File: src/rtl/mips_mem_master_if.sv
// Request/response and DataMem bus bundle for mips_mem_master.
// The master modport is the block's own view; slave is the pipeline/memory side.
interface mips_mem_master_if;
    logic        req_valid;
    logic        req_ready;
    logic        req_write;
    logic [1:0]  req_size;
    logic        req_signext;
    logic [31:0] req_addr;
    logic [31:0] req_wdata;
    logic        rsp_valid;
    logic [31:0] rsp_rdata;
    logic        rsp_error;
    logic [31:0] DataMem_In;
    logic        DataMem_Ready;
    logic        DataMem_Read;
    logic [3:0]  DataMem_Write;
    logic [29:0] DataMem_Address;
    logic [31:0] DataMem_Out;

    modport master (
        input  req_valid, req_write, req_size, req_signext, req_addr, req_wdata,
        input  DataMem_In, DataMem_Ready,
        output req_ready, rsp_valid, rsp_rdata, rsp_error,
        output DataMem_Read, DataMem_Write, DataMem_Address, DataMem_Out
    );

    modport slave (
        output req_valid, req_write, req_size, req_signext, req_addr, req_wdata,
        output DataMem_In, DataMem_Ready,
        input  req_ready, rsp_valid, rsp_rdata, rsp_error,
        input  DataMem_Read, DataMem_Write, DataMem_Address, DataMem_Out
    );
endinterface

File: src/rtl/mips_mem_master.sv
// MIPS32 data-memory initiator: byte/half/word loads and stores onto a big-endian,
// word-addressed, byte-strobed DataMem bus with alignment checks and a ready timeout.
module mips_mem_master #(
    parameter int unsigned TIMEOUT = 16
) (
    input  logic              clock,
    input  logic              reset,
    mips_mem_master_if.master bus
);
    typedef enum logic [1:0] {StIdle, StRead, StWrite, StResp} state_t;

    state_t      stateQ, stateD;
    logic [1:0]  offsetQ, sizeQ;
    logic        signextQ, errorQ;
    logic [3:0]  strobeQ;
    logic [29:0] wordAddrQ;
    logic [31:0] outDataQ, rdataQ;
    logic [7:0]  countQ;

    logic        reqError, timeoutHit;
    logic [3:0]  reqStrobe;
    logic [31:0] reqData, loadData;
    logic [7:0]  loadByte;
    logic [15:0] loadHalf;

    assign timeoutHit = (countQ == 8'(TIMEOUT - 1));

    always_comb begin
        unique case (bus.req_size)
            2'b00:   reqError = 1'b0;
            2'b01:   reqError = bus.req_addr[0];
            2'b10:   reqError = |bus.req_addr[1:0];
            default: reqError = 1'b1;
        endcase
    end

    // Byte offset 0 is the most significant lane.
    always_comb begin
        reqStrobe = 4'b1111;
        reqData   = bus.req_wdata;
        unique case (bus.req_size)
            2'b00: begin
                reqStrobe = 4'b1000 >> bus.req_addr[1:0];
                reqData   = {4{bus.req_wdata[7:0]}};
            end
            2'b01: begin
                reqStrobe = bus.req_addr[1] ? 4'b0011 : 4'b1100;
                reqData   = {2{bus.req_wdata[15:0]}};
            end
            default: ;
        endcase
    end

    always_comb begin
        unique case (offsetQ)
            2'd0:    loadByte = bus.DataMem_In[31:24];
            2'd1:    loadByte = bus.DataMem_In[23:16];
            2'd2:    loadByte = bus.DataMem_In[15:8];
            default: loadByte = bus.DataMem_In[7:0];
        endcase
        loadHalf = offsetQ[1] ? bus.DataMem_In[15:0] : bus.DataMem_In[31:16];
        unique case (sizeQ)
            2'b00:   loadData = signextQ ? {{24{loadByte[7]}}, loadByte} : {24'b0, loadByte};
            2'b01:   loadData = signextQ ? {{16{loadHalf[15]}}, loadHalf} : {16'b0, loadHalf};
            default: loadData = bus.DataMem_In;
        endcase
    end

    always_comb begin
        stateD = stateQ;
        unique case (stateQ)
            StIdle: begin
                if (bus.req_valid) begin
                    if (reqError)           stateD = StResp;
                    else if (bus.req_write) stateD = StWrite;
                    else                    stateD = StRead;
                end
            end
            StRead:  if (bus.DataMem_Ready || timeoutHit) stateD = StResp;
            StWrite: stateD = StResp;
            default: stateD = StIdle;
        endcase
    end

    always_ff @(posedge clock or negedge reset) begin
        if (!reset) stateQ <= StIdle;
        else        stateQ <= stateD;
    end

    always_ff @(posedge clock or negedge reset) begin
        if (!reset) begin
            offsetQ   <= '0;
            sizeQ     <= '0;
            signextQ  <= 1'b0;
            errorQ    <= 1'b0;
            strobeQ   <= '0;
            wordAddrQ <= '0;
            outDataQ  <= '0;
            rdataQ    <= '0;
            countQ    <= '0;
        end else if (stateQ == StIdle && bus.req_valid) begin
            offsetQ  <= bus.req_addr[1:0];
            sizeQ    <= bus.req_size;
            signextQ <= bus.req_signext;
            errorQ   <= reqError;
            rdataQ   <= '0;
            countQ   <= '0;
            // Rejected requests leave the bus registers untouched.
            if (!reqError) wordAddrQ <= bus.req_addr[31:2];
            if (!reqError && bus.req_write) begin
                strobeQ  <= reqStrobe;
                outDataQ <= reqData;
            end
        end else if (stateQ == StRead) begin
            if (bus.DataMem_Ready) rdataQ <= loadData;
            else if (timeoutHit)   errorQ <= 1'b1;
            else                   countQ <= countQ + 8'd1;
        end
    end

    assign bus.req_ready       = (stateQ == StIdle);
    assign bus.rsp_valid       = (stateQ == StResp);
    assign bus.rsp_rdata       = rdataQ;
    assign bus.rsp_error       = errorQ;
    assign bus.DataMem_Read    = (stateQ == StRead);
    assign bus.DataMem_Write   = (stateQ == StWrite) ? strobeQ : 4'b0000;
    assign bus.DataMem_Address = wordAddrQ;
    assign bus.DataMem_Out     = outDataQ;
endmodule

File: src/flat_wrapper.sv
// flat-port wrapper written by rule: the top's interface ports become plain ports
module mips_mem_master_flat 
#(
    parameter int unsigned TIMEOUT = 16
)
  (clock, reset, bus_req_valid, bus_req_write, bus_req_size, bus_req_signext, bus_req_addr, bus_req_wdata, bus_DataMem_In, bus_DataMem_Ready, bus_req_ready, bus_rsp_valid, bus_rsp_rdata, bus_rsp_error, bus_DataMem_Read, bus_DataMem_Write, bus_DataMem_Address, bus_DataMem_Out);
  mips_mem_master_if bus_i ();
  input  logic clock;
  input  logic reset;
  input wire logic [$bits(bus_i.req_valid)-1:0] bus_req_valid;
  input wire logic [$bits(bus_i.req_write)-1:0] bus_req_write;
  input wire logic [$bits(bus_i.req_size)-1:0] bus_req_size;
  input wire logic [$bits(bus_i.req_signext)-1:0] bus_req_signext;
  input wire logic [$bits(bus_i.req_addr)-1:0] bus_req_addr;
  input wire logic [$bits(bus_i.req_wdata)-1:0] bus_req_wdata;
  input wire logic [$bits(bus_i.DataMem_In)-1:0] bus_DataMem_In;
  input wire logic [$bits(bus_i.DataMem_Ready)-1:0] bus_DataMem_Ready;
  output wire logic [$bits(bus_i.req_ready)-1:0] bus_req_ready;
  output wire logic [$bits(bus_i.rsp_valid)-1:0] bus_rsp_valid;
  output wire logic [$bits(bus_i.rsp_rdata)-1:0] bus_rsp_rdata;
  output wire logic [$bits(bus_i.rsp_error)-1:0] bus_rsp_error;
  output wire logic [$bits(bus_i.DataMem_Read)-1:0] bus_DataMem_Read;
  output wire logic [$bits(bus_i.DataMem_Write)-1:0] bus_DataMem_Write;
  output wire logic [$bits(bus_i.DataMem_Address)-1:0] bus_DataMem_Address;
  output wire logic [$bits(bus_i.DataMem_Out)-1:0] bus_DataMem_Out;
  assign bus_i.req_valid = bus_req_valid;
  assign bus_i.req_write = bus_req_write;
  assign bus_i.req_size = bus_req_size;
  assign bus_i.req_signext = bus_req_signext;
  assign bus_i.req_addr = bus_req_addr;
  assign bus_i.req_wdata = bus_req_wdata;
  assign bus_i.DataMem_In = bus_DataMem_In;
  assign bus_i.DataMem_Ready = bus_DataMem_Ready;
  assign bus_req_ready = bus_i.req_ready;
  assign bus_rsp_valid = bus_i.rsp_valid;
  assign bus_rsp_rdata = bus_i.rsp_rdata;
  assign bus_rsp_error = bus_i.rsp_error;
  assign bus_DataMem_Read = bus_i.DataMem_Read;
  assign bus_DataMem_Write = bus_i.DataMem_Write;
  assign bus_DataMem_Address = bus_i.DataMem_Address;
  assign bus_DataMem_Out = bus_i.DataMem_Out;
  mips_mem_master #(.TIMEOUT(TIMEOUT)) u_core (.clock(clock), .reset(reset), .bus(bus_i));
endmodule
File: config.mk
export PLATFORM = sky130hd
export DESIGN_NAME = mips_mem_master_flat
export DESIGN_NICKNAME = d
export VERILOG_FILES = /design/src/rtl/mips_mem_master_if.sv /design/src/rtl/mips_mem_master.sv /design/src/flat_wrapper.sv
export SDC_FILE = /design/constraint.sdc
export NUM_CORES = 1
export LEC_CHECK = 0
export CELL_PAD_IN_SITES_DETAIL_PLACEMENT = 1
export CELL_PAD_IN_SITES_GLOBAL_PLACEMENT = 1
export CORE_UTILIZATION = 35
export DETAILED_ROUTE_END_ITERATION = 7
export PLACE_DENSITY_LB_ADDON = 0.12
export SLEW_MARGIN = 20
export SYNTH_ARGS = -nofsm -noshare
export SYNTH_HDL_FRONTEND = slang
export SYNTH_SLANG_ARGS = --single-unit
File: constraint.sdc
create_clock -name clock -period 3.4 [get_ports clock]
set_clock_uncertainty 0.15 [all_clocks]
set_input_delay 0.68 -clock clock [delete_from_list [all_inputs] [get_ports clock]]
set_output_delay 0.68 -clock clock [all_outputs]
set_load 0.1 [all_outputs]
==> impl_metrics.py, run 1 <==
metrics = {
    "run_status": {
        "status": "completed",
    },
    "setup_path": {
        "path_buf_inv": 2,
        "ff2ff_path_depth": 6,
        "slowest_delay_ns": 0.41,
        "cp_slowest_cell": "dfrtp_1",
        "crit_type": "register to output pin",
        "startpoint_type": "register",
        "path_cells": "inv_1 > ha_1 > and2_1 > buf_4",
        "arrival_ns": 1.62,
        "path_max_fanout": 4,
        "critPathTopFamily": "flip-flops",
        "cp.required_ns": 2.57,
        "end_kind": "output pin",
        "path_depth": 4,
    },
    "synthesis": {
        "yosysMostFrequentCell": "dfrtp_1",
        "synthArstFlopShare_pct": 100,
        "synthFlopType": "dfrtp_1",
        "synth_top_area_share_pct": 53.1,
        "yosys_warnings": 0,
        "synth_common_cells": "dfrtp_1 (114), o21ai_0 (65), nand2_1 (61)",
        "syn_area_um2": 5370,
        "syn_avg_cell_area_um2": 10.7,
        "synth.area.top_cells": "dfrtp_1 (53%), mux2_2 (7.8%), mux2i_1 (6.5%)",
        "synthCells": 500,
        "ys_seq_area_share_pct": 53.1,
        "ys_types": 49,
        "ys_ff_latch": 114,
        "syn-num-nets": 609,
        "synth_edf_count": 0,
        "synth_area_leader_cell": "dfrtp_1",
    },
    "timing": {
        "rsz0062_at_grt": "no",
        "fmax_mhz": 407,
        "setup_viol": 0,
        "hold_viol": 0,
        "timing.slew.headroom_pct": 41.8,
        "hold_ws_ns": 0.218,
        "worstMarginPinSlew_ns": 0.873,
        "fin_crit_ns": 2.45,
        "drv_slew": 0,
        "final.period_utilization_pct": 72.2,
        "fin_setup_tns_ns": 0,
    },
    "cts": {
        "tritoncts": "done",
        "clock_latency_ns": 0.42,
        "root_buffer": "clkbuf_16",
        "ctsHoldBuffers": 0,
        "tritoncts_num_sinks": 114,
        "cts.path.max_buffers": 2,
        "clk_pin_slew_ns": 0.05,
        "h-tree-depth": 4,
        "cts_setup_buffers": 0,
        "cts_made_buffers": 17,
        "post_cts_resized": 0,
    },
    "grt": {
        "grt_overflow": 0,
        "antenna_found_initial": 0,
        "grt_pass1_wl_um": 27800,
        "grt_pass1_vias": 5251,
        "grt_use_total_pct": 22.9,
        "grt_max_degree": 66,
    },
    "place": {
        "dpl.cell_count": 868,
        "port_buffers": 205,
        "hpwlAfterDp_um": 12400,
        "dpl_cell_area_um2": 7380,
        "place.gp.congestion": 0.782,
    },
    "finish": {
        "design_area_um2": 7950,
        "final_cells": 900,
        "fin_nets": 812,
        "areaGrowthSynthToFinish_pct": 48.0,
        "drive_above_1_share_pct": 27.5,
        "antenna_cells": 0,
        "fillers": 1631,
    },
    "detailed_routing": {
        "first_iter_violations": 285,
        "avgViaCountPerCell": 5.24,
        "num_vias": 4718,
        "drt_first_pass_iters": 4,
        "ant_nets": 0,
        "wl_per_cell_um": 19.0,
        "drcViolationCount": 0,
        "wl_um": 17100,
    },
    "floorplanning": {
        "io_pins": 206,
        "die_x_um": 126,
        "core_area_um2": 14800,
        "die_y_um": 126,
        "row_count": 44,
        "start_util_pct": 36.4,
        "dieArea_um2": 15800,
    },
    "flow_run": {
        "maxCapViolations": 0,
    },
    "hold_path": {
        "hold_path.class": "primary input to asynchronous set/reset pin",
    },
}
==> final timing paths <==
kind / startpoint / endpoint / slack, ns
worst max register to register: u_core.stateQ[0] / u_core.bus.DataMem_Address[5] / 1.14
worst min-delay path: reset / u_core.bus.DataMem_Address[24] / 0.22
min in group clock: u_core.strobeQ[2] / u_core.strobeQ[2] / 0.33
worst max-delay path: u_core.stateQ[0] / bus_DataMem_Write[2] / 0.95
worst min register to register: u_core.strobeQ[2] / u_core.strobeQ[2] / 0.33
max in group asynchronous: reset / u_core.bus.DataMem_Out[8] / 2.07
==> logic make-up (layout without fill, tap and decap cells) <==
group / after synthesis / in the layout / share of synthesized area [%]
compound gates: 143 / 143 / 16.7
simple gates: 124 / 124 / 10.7
flops: 114 / 114 / 53.1
mux: 73 / 73 / 14.5
buf+inv: 37 / 253 / 3.19
fa+ha+maj: 5 / 5 / 1.16
xor+xnor: 4 / 4 / 0.652
==> cell usage in the layout (no fill, tap or decap), types with 7 or more instances in the layout <==
cell type,instances
or3_1,7
o21ai_0,65
a221o_1,16
a21oi_1,36
nand2_1,61
nand2b_1,9
mux2i_1,35
nor2_1,21
buf_4,111
mux2_2,37
o31ai_1,9
dfrtp_1,114
clkbuf_16,17
clkdlybuf4s50_1,102
==> final cells by class <==
| type | instances | area [um^2] | area share [%] |
|---|---|---|---|
| multi-input combinational | 349 | 2370 | 29.8 |
| inverter | 5 | 18.8 | 0.236 |
| clock buffer | 20 | 437 | 5.49 |
| sequential | 114 | 2850 | 35.9 |
| clock inverter | 12 | 134 | 1.68 |
| timing repair buffer | 216 | 1910 | 24.1 |
| tap | 184 | 230 | 2.89 |
==> flip-flops by register name, indices dropped and copies added (netlist names), 2 cells and up <==
name	count
u_core.sizeQ	2
u_core.stateQ	2
u_core.offsetQ	2
u_core.countQ	8
u_core.strobeQ	4
u_core.bus.DataMem_Address	30
u_core.bus.rsp_rdata	32
u_core.bus.DataMem_Out	32
==> metal layers <==
layer | wire length, um | global-route usage, % | part of all wire, %
met5 | 0 | 0 | 0
met4 | 333 | 7.51 | 1.9
met3 | 1330 | 9.90 | 7.8
met2 | 8560 | 38.7 | 50
met1 | 6860 | 25.8 | 40
==> metrics by stage <==
| step | util [%] | setup slack (ns) |
|---|---|---|
| floorplan | - | 0.649 |
| global placement | 50.0 | 0.640 |
| detailed placement | 50.0 | 0.533 |
| CTS | 53.9 | 0.926 |
| global route | 53.9 | 0.884 |
| finish | 53.9 | 0.946 |
==> worst register-to-register path: cells and delay by family, from the launching register on <==
family	cells	cell delay, ns
AND/OR/NAND/NOR	1	0.42
flip-flops	1	0.41
multiplexers	1	0.35
buffers and inverters	2	0.30
adder cells (fa/ha/maj)	1	0.27
AO/OA/AOI/OAI	1	0.22
Power of run 1 is not shown: default switching activity piles up to over one toggle a cycle in this logic, so the estimate is an artifact.
==> run 2: changes to the inputs <==
--- a/config.mk
+++ b/config.mk
@@ -7,7 +7,7 @@
 export LEC_CHECK = 0
 export CELL_PAD_IN_SITES_DETAIL_PLACEMENT = 1
 export CELL_PAD_IN_SITES_GLOBAL_PLACEMENT = 1
-export CORE_UTILIZATION = 35
+export CORE_UTILIZATION = 30
 export DETAILED_ROUTE_END_ITERATION = 7
 export PLACE_DENSITY_LB_ADDON = 0.12
 export SLEW_MARGIN = 20
==> constraint.sdc (replaced) <==
create_clock -name clock -period 2.2 [get_ports clock]
set_clock_uncertainty 0.15 [all_clocks]
set_input_delay 0.44 -clock clock [delete_from_list [all_inputs] [get_ports clock]]
set_output_delay 0.44 -clock clock [all_outputs]
set_load 0.1 [all_outputs]
==> run 2 against run 1 <==
Effect of this change:
- core utilization decreased by 6.3 points
- worst setup slack got worse by 0.85 ns
- cell area rose by 4.2%
- hold slack improved by 0.11 ns
- non-clock buffer count rose by 23
- global-route usage decreased by 3.1 points
- die area grew 16%
- wire length is 1.7% higher
- critical path depth stayed put
- highest routed layer unchanged
==> impl_metrics.py, run 2 (same netlist as run 1, synthesis figures left out) <==
metrics = {
    "timing": {
        "final.period_utilization_pct": 95.5,
        "worstMarginPinSlew_ns": 0.686,
        "timing.slew.headroom_pct": 54.3,
        "hold_viol": 0,
        "rsz0062_at_grt": "no",
        "drv_slew": 0,
        "fin_setup_tns_ns": 0,
        "fmax_mhz": 476,
        "fin_crit_ns": 2.10,
        "setup_viol": 0,
    },
    "cts": {
        "root_buffer": "clkbuf_16",
        "tritoncts_num_sinks": 114,
        "clock_latency_ns": 0.40,
        "tritoncts": "done",
        "cts.path.max_buffers": 2,
        "h-tree-depth": 4,
        "cts_made_buffers": 17,
        "cts_setup_buffers": 0,
        "clk_pin_slew_ns": 0.05,
    },
    "setup_path": {
        "path_max_fanout": 4,
        "cp_slowest_cell": "dfrtp_1",
        "startpoint": "u_core.stateQ[0]",
        "reg2reg_from": "u_core.stateQ[1]",
        "end_kind": "output pin",
        "crit_type": "register to output pin",
        "startpoint_type": "register",
        "path_cells": "inv_1 > ha_2 > and2_1 > buf_12",
        "arrival_ns": 1.51,
        "slowest_delay_ns": 0.38,
        "cp.required_ns": 1.61,
    },
    "detailed_routing": {
        "num_vias": 4753,
        "avgViaCountPerCell": 4.93,
        "first_iter_violations": 160,
        "wl_per_cell_um": 18.0,
        "ant_nets": 0,
        "drt_first_pass_iters": 4,
        "drcViolationCount": 0,
        "wl_um": 17400,
    },
    "hold_path": {
        "min-delay-start": "u_core.strobeQ[1]",
        "hold_path.class": "register to register",
    },
    "grt": {
        "antenna_found_initial": 0,
        "grt_pass1_wl_um": 27400,
        "grt_max_degree": 115,
        "grt_overflow": 0,
        "grt_use_total_pct": 19.7,
        "grt_pass1_vias": 5138,
    },
    "finish": {
        "final_util_pct": 47.6,
        "areaGrowthSynthToFinish_pct": 54.2,
        "final_common_cell": "buf_4",
        "final_cell_mix": "buf_4 (125), dfrtp_1 (114), clkdlybuf4s50_1 (102)",
        "fin_nets": 835,
        "antenna_cells": 0,
        "final_cells": 964,
        "drive_above_1_share_pct": 30.0,
    },
    "place": {
        "dpl.cell_count": 931,
        "port_buffers": 205,
        "place.gp.congestion": 0.779,
        "hpwlAfterDp_um": 12800,
    },
    "floorplanning": {
        "die_x_um": 136,
        "start_util_pct": 30.8,
        "row_count": 48,
        "core_area_um2": 17400,
        "die_y_um": 136,
        "dieArea_um2": 18400,
        "io_pins": 206,
    },
    "flow_run": {
        "maxCapViolations": 0,
    },
    "run_status": {
        "status": "completed",
    },
}
## run 2: cell count changes in the layout (fill, tap and decap cells not counted), sizes merged
| cell | change |
|---|---|
| buf | +22 |
| clkinv | +3 |
| clkbuf | +2 |
| clkinvlp | -2 |
| inv | -2 |
| bufinv | -1 |
| dlygate4sd3 | +1 |
## run 2: final cells by class
class / instances / area, um^2
flip-flops and latches: 114 / 2850
repair buffers: 239 / 2190
multi-input cells: 349 / 2400
clock inverters: 10 / 86.3
clock buffers: 22 / 454
well taps: 225 / 282
fillers: 1886 / 9130
inverters: 5 / 18.8
## run 2: repair_timing
action,in CTS,in global routing
gates resized for setup,1,2
hold buffers,0,1
endpoints found under the hold margin,0,1
endpoints found under the setup margin,16,3
## run 2: per-stage QoR
step           hold slack, ns  area (um^2)  worst slack, ns
6_report                0.328         8280           0.0998
5_1_grt                 0.354         8280          0.00504
4_1_cts               0.00537         8270           0.0548
3_5_place_dp            0.316         7730           -0.448
3_3_place_gp            0.315         7730           -0.292
2_1_floorplan        -0.00559         5400           0.0297
## run 2: worst max-delay path: cells and delay by family, from the launching register on
kind | cells | cell delay, ns
DFF | 1 | 0.38
buffers and inverters | 2 | 0.30
adders and majority gates | 1 | 0.23
and+or+nand+nor | 1 | 0.18
## run 2: path summary, 6_finish.rpt
check | endpoint | cells after the start | slack, ns
min in group asynchronous | u_core.countQ[1] | 3 | 0.48
max reg2reg | u_core.bus.DataMem_Out[22] | 7 | 0.13
max in group asynchronous | u_core.bus.rsp_rdata[10] | 3 | 0.87
min reg2reg | u_core.strobeQ[1] | 2 | 0.33
max | bus_DataMem_Write[0] | 4 | 0.1
min | u_core.strobeQ[1] | 2 | 0.33
## run 2: per-layer routing
layer  vias to the layer above  track usage [%]  share of wire [%]
met5                         -                0                  0
met4                         0             5.56                1.6
met3                        21             7.79                8.1
met2                       144             32.4                 48
met1                      2346             23.7                 42
li1                       2242                -                  -
Power of run 2 is left out for the same reason.
==> run 3: changes to the inputs <==
==> constraint.sdc (replaced) <==
create_clock -name clock -period 2.2 [get_ports clock]
set_clock_uncertainty 0.15 [all_clocks]
set_input_delay 0.44 -clock clock [delete_from_list [all_inputs] [get_ports clock]]
set_output_delay 0.44 -clock clock [all_outputs]
set_load 0.005 [all_outputs]
==> run 3 against run 2 <==
Effect of this change:
- core utilization is 1.6 points higher
- clock-buffer cell count is 4 lower
- die area stayed put
- sequential cell count stayed put
- maximum frequency is 2.3% lower
- worst setup slack worse by 0.049 ns
- sequential share of layout area is 1.2 points lower
- cell area is 3.5% higher
==> impl_metrics.py, run 3 (same netlist as run 1, synthesis figures left out) <==
metrics = {
    "detailed_routing": {
        "ant_nets": 0,
        "drcViolationCount": 0,
        "wl_um": 18000,
        "avgViaCountPerCell": 4.97,
        "num_vias": 4812,
        "wl_per_cell_um": 18.6,
        "drt_first_pass_iters": 4,
        "first_iter_violations": 159,
    },
    "timing": {
        "rsz0062_at_grt": "no",
        "setup_viol": 0,
        "fmax_mhz": 465,
        "drv_slew": 0,
        "fin_setup_tns_ns": 0,
        "fin_crit_ns": 2.15,
        "hold_viol": 0,
        "timing.slew.headroom_pct": 53.0,
        "hold_ws_ns": 0.330,
        "worstMarginPinSlew_ns": 0.704,
        "final.period_utilization_pct": 97.7,
    },
    "place": {
        "port_buffers": 205,
        "hpwlAfterDp_um": 12900,
        "place.gp.congestion": 0.792,
    },
    "grt": {
        "grt_pass1_vias": 5219,
        "grt_pass1_wl_um": 28600,
        "grt_max_degree": 49,
        "antenna_found_initial": 0,
        "grt_overflow": 0,
        "grt_use_total_pct": 20.6,
    },
    "cts": {
        "h-tree-depth": 4,
        "clock_latency_ns": 0.41,
        "tritoncts_num_sinks": 114,
        "clk_pin_slew_ns": 0.05,
        "cts_made_buffers": 17,
        "cts.path.max_buffers": 2,
        "tritoncts": "done",
        "root_buffer": "clkbuf_16",
    },
    "finish": {
        "areaGrowthSynthToFinish_pct": 59.5,
        "final_cell_mix": "clkdlybuf4s50_1 (197), dfrtp_1 (114), o21ai_0 (65)",
        "antenna_cells": 0,
        "drive_above_1_share_pct": 17.2,
        "final_util_pct": 49.2,
        "fin_nets": 839,
        "final_common_cell": "clkdlybuf4s50_1",
    },
    "power": {
        "peakVddDrop_mv": 0.687,
        "p_per_area_nw_per_um2": 1320,
        "power_mw": 11.3,
        "p_leak_nw": 3.73,
    },
    "floorplanning": {
        "die_x_um": 136,
        "start_util_pct": 30.8,
        "die_y_um": 136,
        "row_count": 48,
        "core_area_um2": 17400,
        "dieArea_um2": 18400,
        "io_pins": 206,
    },
    "hold_path": {
        "hold_path.class": "register to register",
        "min-delay-start": "u_core.strobeQ[2]",
    },
    "flow_run": {
        "maxCapViolations": 0,
    },
    "setup_path": {
        "cp.required_ns": 1.61,
        "reg2reg_from": "u_core.stateQ[0]",
        "path_max_fanout": 5,
        "crit_type": "register to output pin",
        "startpoint": "u_core.stateQ[0]",
        "startpoint_type": "register",
        "end_kind": "output pin",
        "arrival_ns": 1.56,
    },
    "run_status": {
        "status": "completed",
    },
}
[run 3: path summary, 6_finish.rpt]
path                                            endpoint  slack, ns  depth (start not counted)
setup / recovery                        bus_DataMem_Read       0.05                          4
hold / removal                         u_core.strobeQ[2]       0.33                          2
setup reg to reg                        u_core.stateQ[0]       0.13                          7
hold reg to reg                        u_core.strobeQ[2]       0.33                          2
max in group asynchronous  u_core.bus.DataMem_Address[9]       0.87                          3
min in group asynchronous               u_core.countQ[0]       0.39                          2
[run 3: per-stage QoR]
step | worst slack, ns | cells | cell area (um^2)
final | 0.0510 | 968 | 8570
after global routing | 0.00230 | 968 | 8570
after CTS | 0.00928 | 968 | 8570
after detailed placement | -0.330 | 933 | 7890
after global placement | -0.279 | 933 | 7890
after floorplan | 0.219 | 500 | 5370
[run 3: timing repair]
| item | in CTS | in global routing |
|---|---|---|
| buffers inserted | 2 | 0 |
| gates resized for setup | 11 | 2 |
| setup endpoints to repair | 24 | 16 |
| hold buffers | 1 | 0 |
| hold endpoints to repair | 33 | 0 |
| pin swaps | 0 | 0 |
[run 3: cell type report]
type	instances	area (um^2)
repair buffers	243	2390
clock buffers	18	439
well taps	225	282
multi-input cells	349	2370
clock inverters	14	211
fillers	1877	8850
flip-flops and latches	114	2850
inverters	5	18.8
[run 3: routing by layer]
metal,wire (um),up-vias,GRT usage [%]
met1,7340,2397,23.8
li1,-,2255,-
met3,1410,15,7.61
met2,9030,145,35.2
met4,215,0,6.05
met5,0,-,0
[run 3: critical path, stage by stage, from the launching register on]
cell and delay (ns):
dfrtp_1 0.39, buf_4 0.15, ha_1 0.21, buf_6 0.14, dlygate4sd2_1 0.25
[run 3: power breakdown]
part	switching (mW)	internal, mW
combinational	1.92	2.73
clock	1.02	2.03
sequential	0.591	3.04
total	3.54	7.81
No activity file was read; power rests on OpenSTA's default activity.
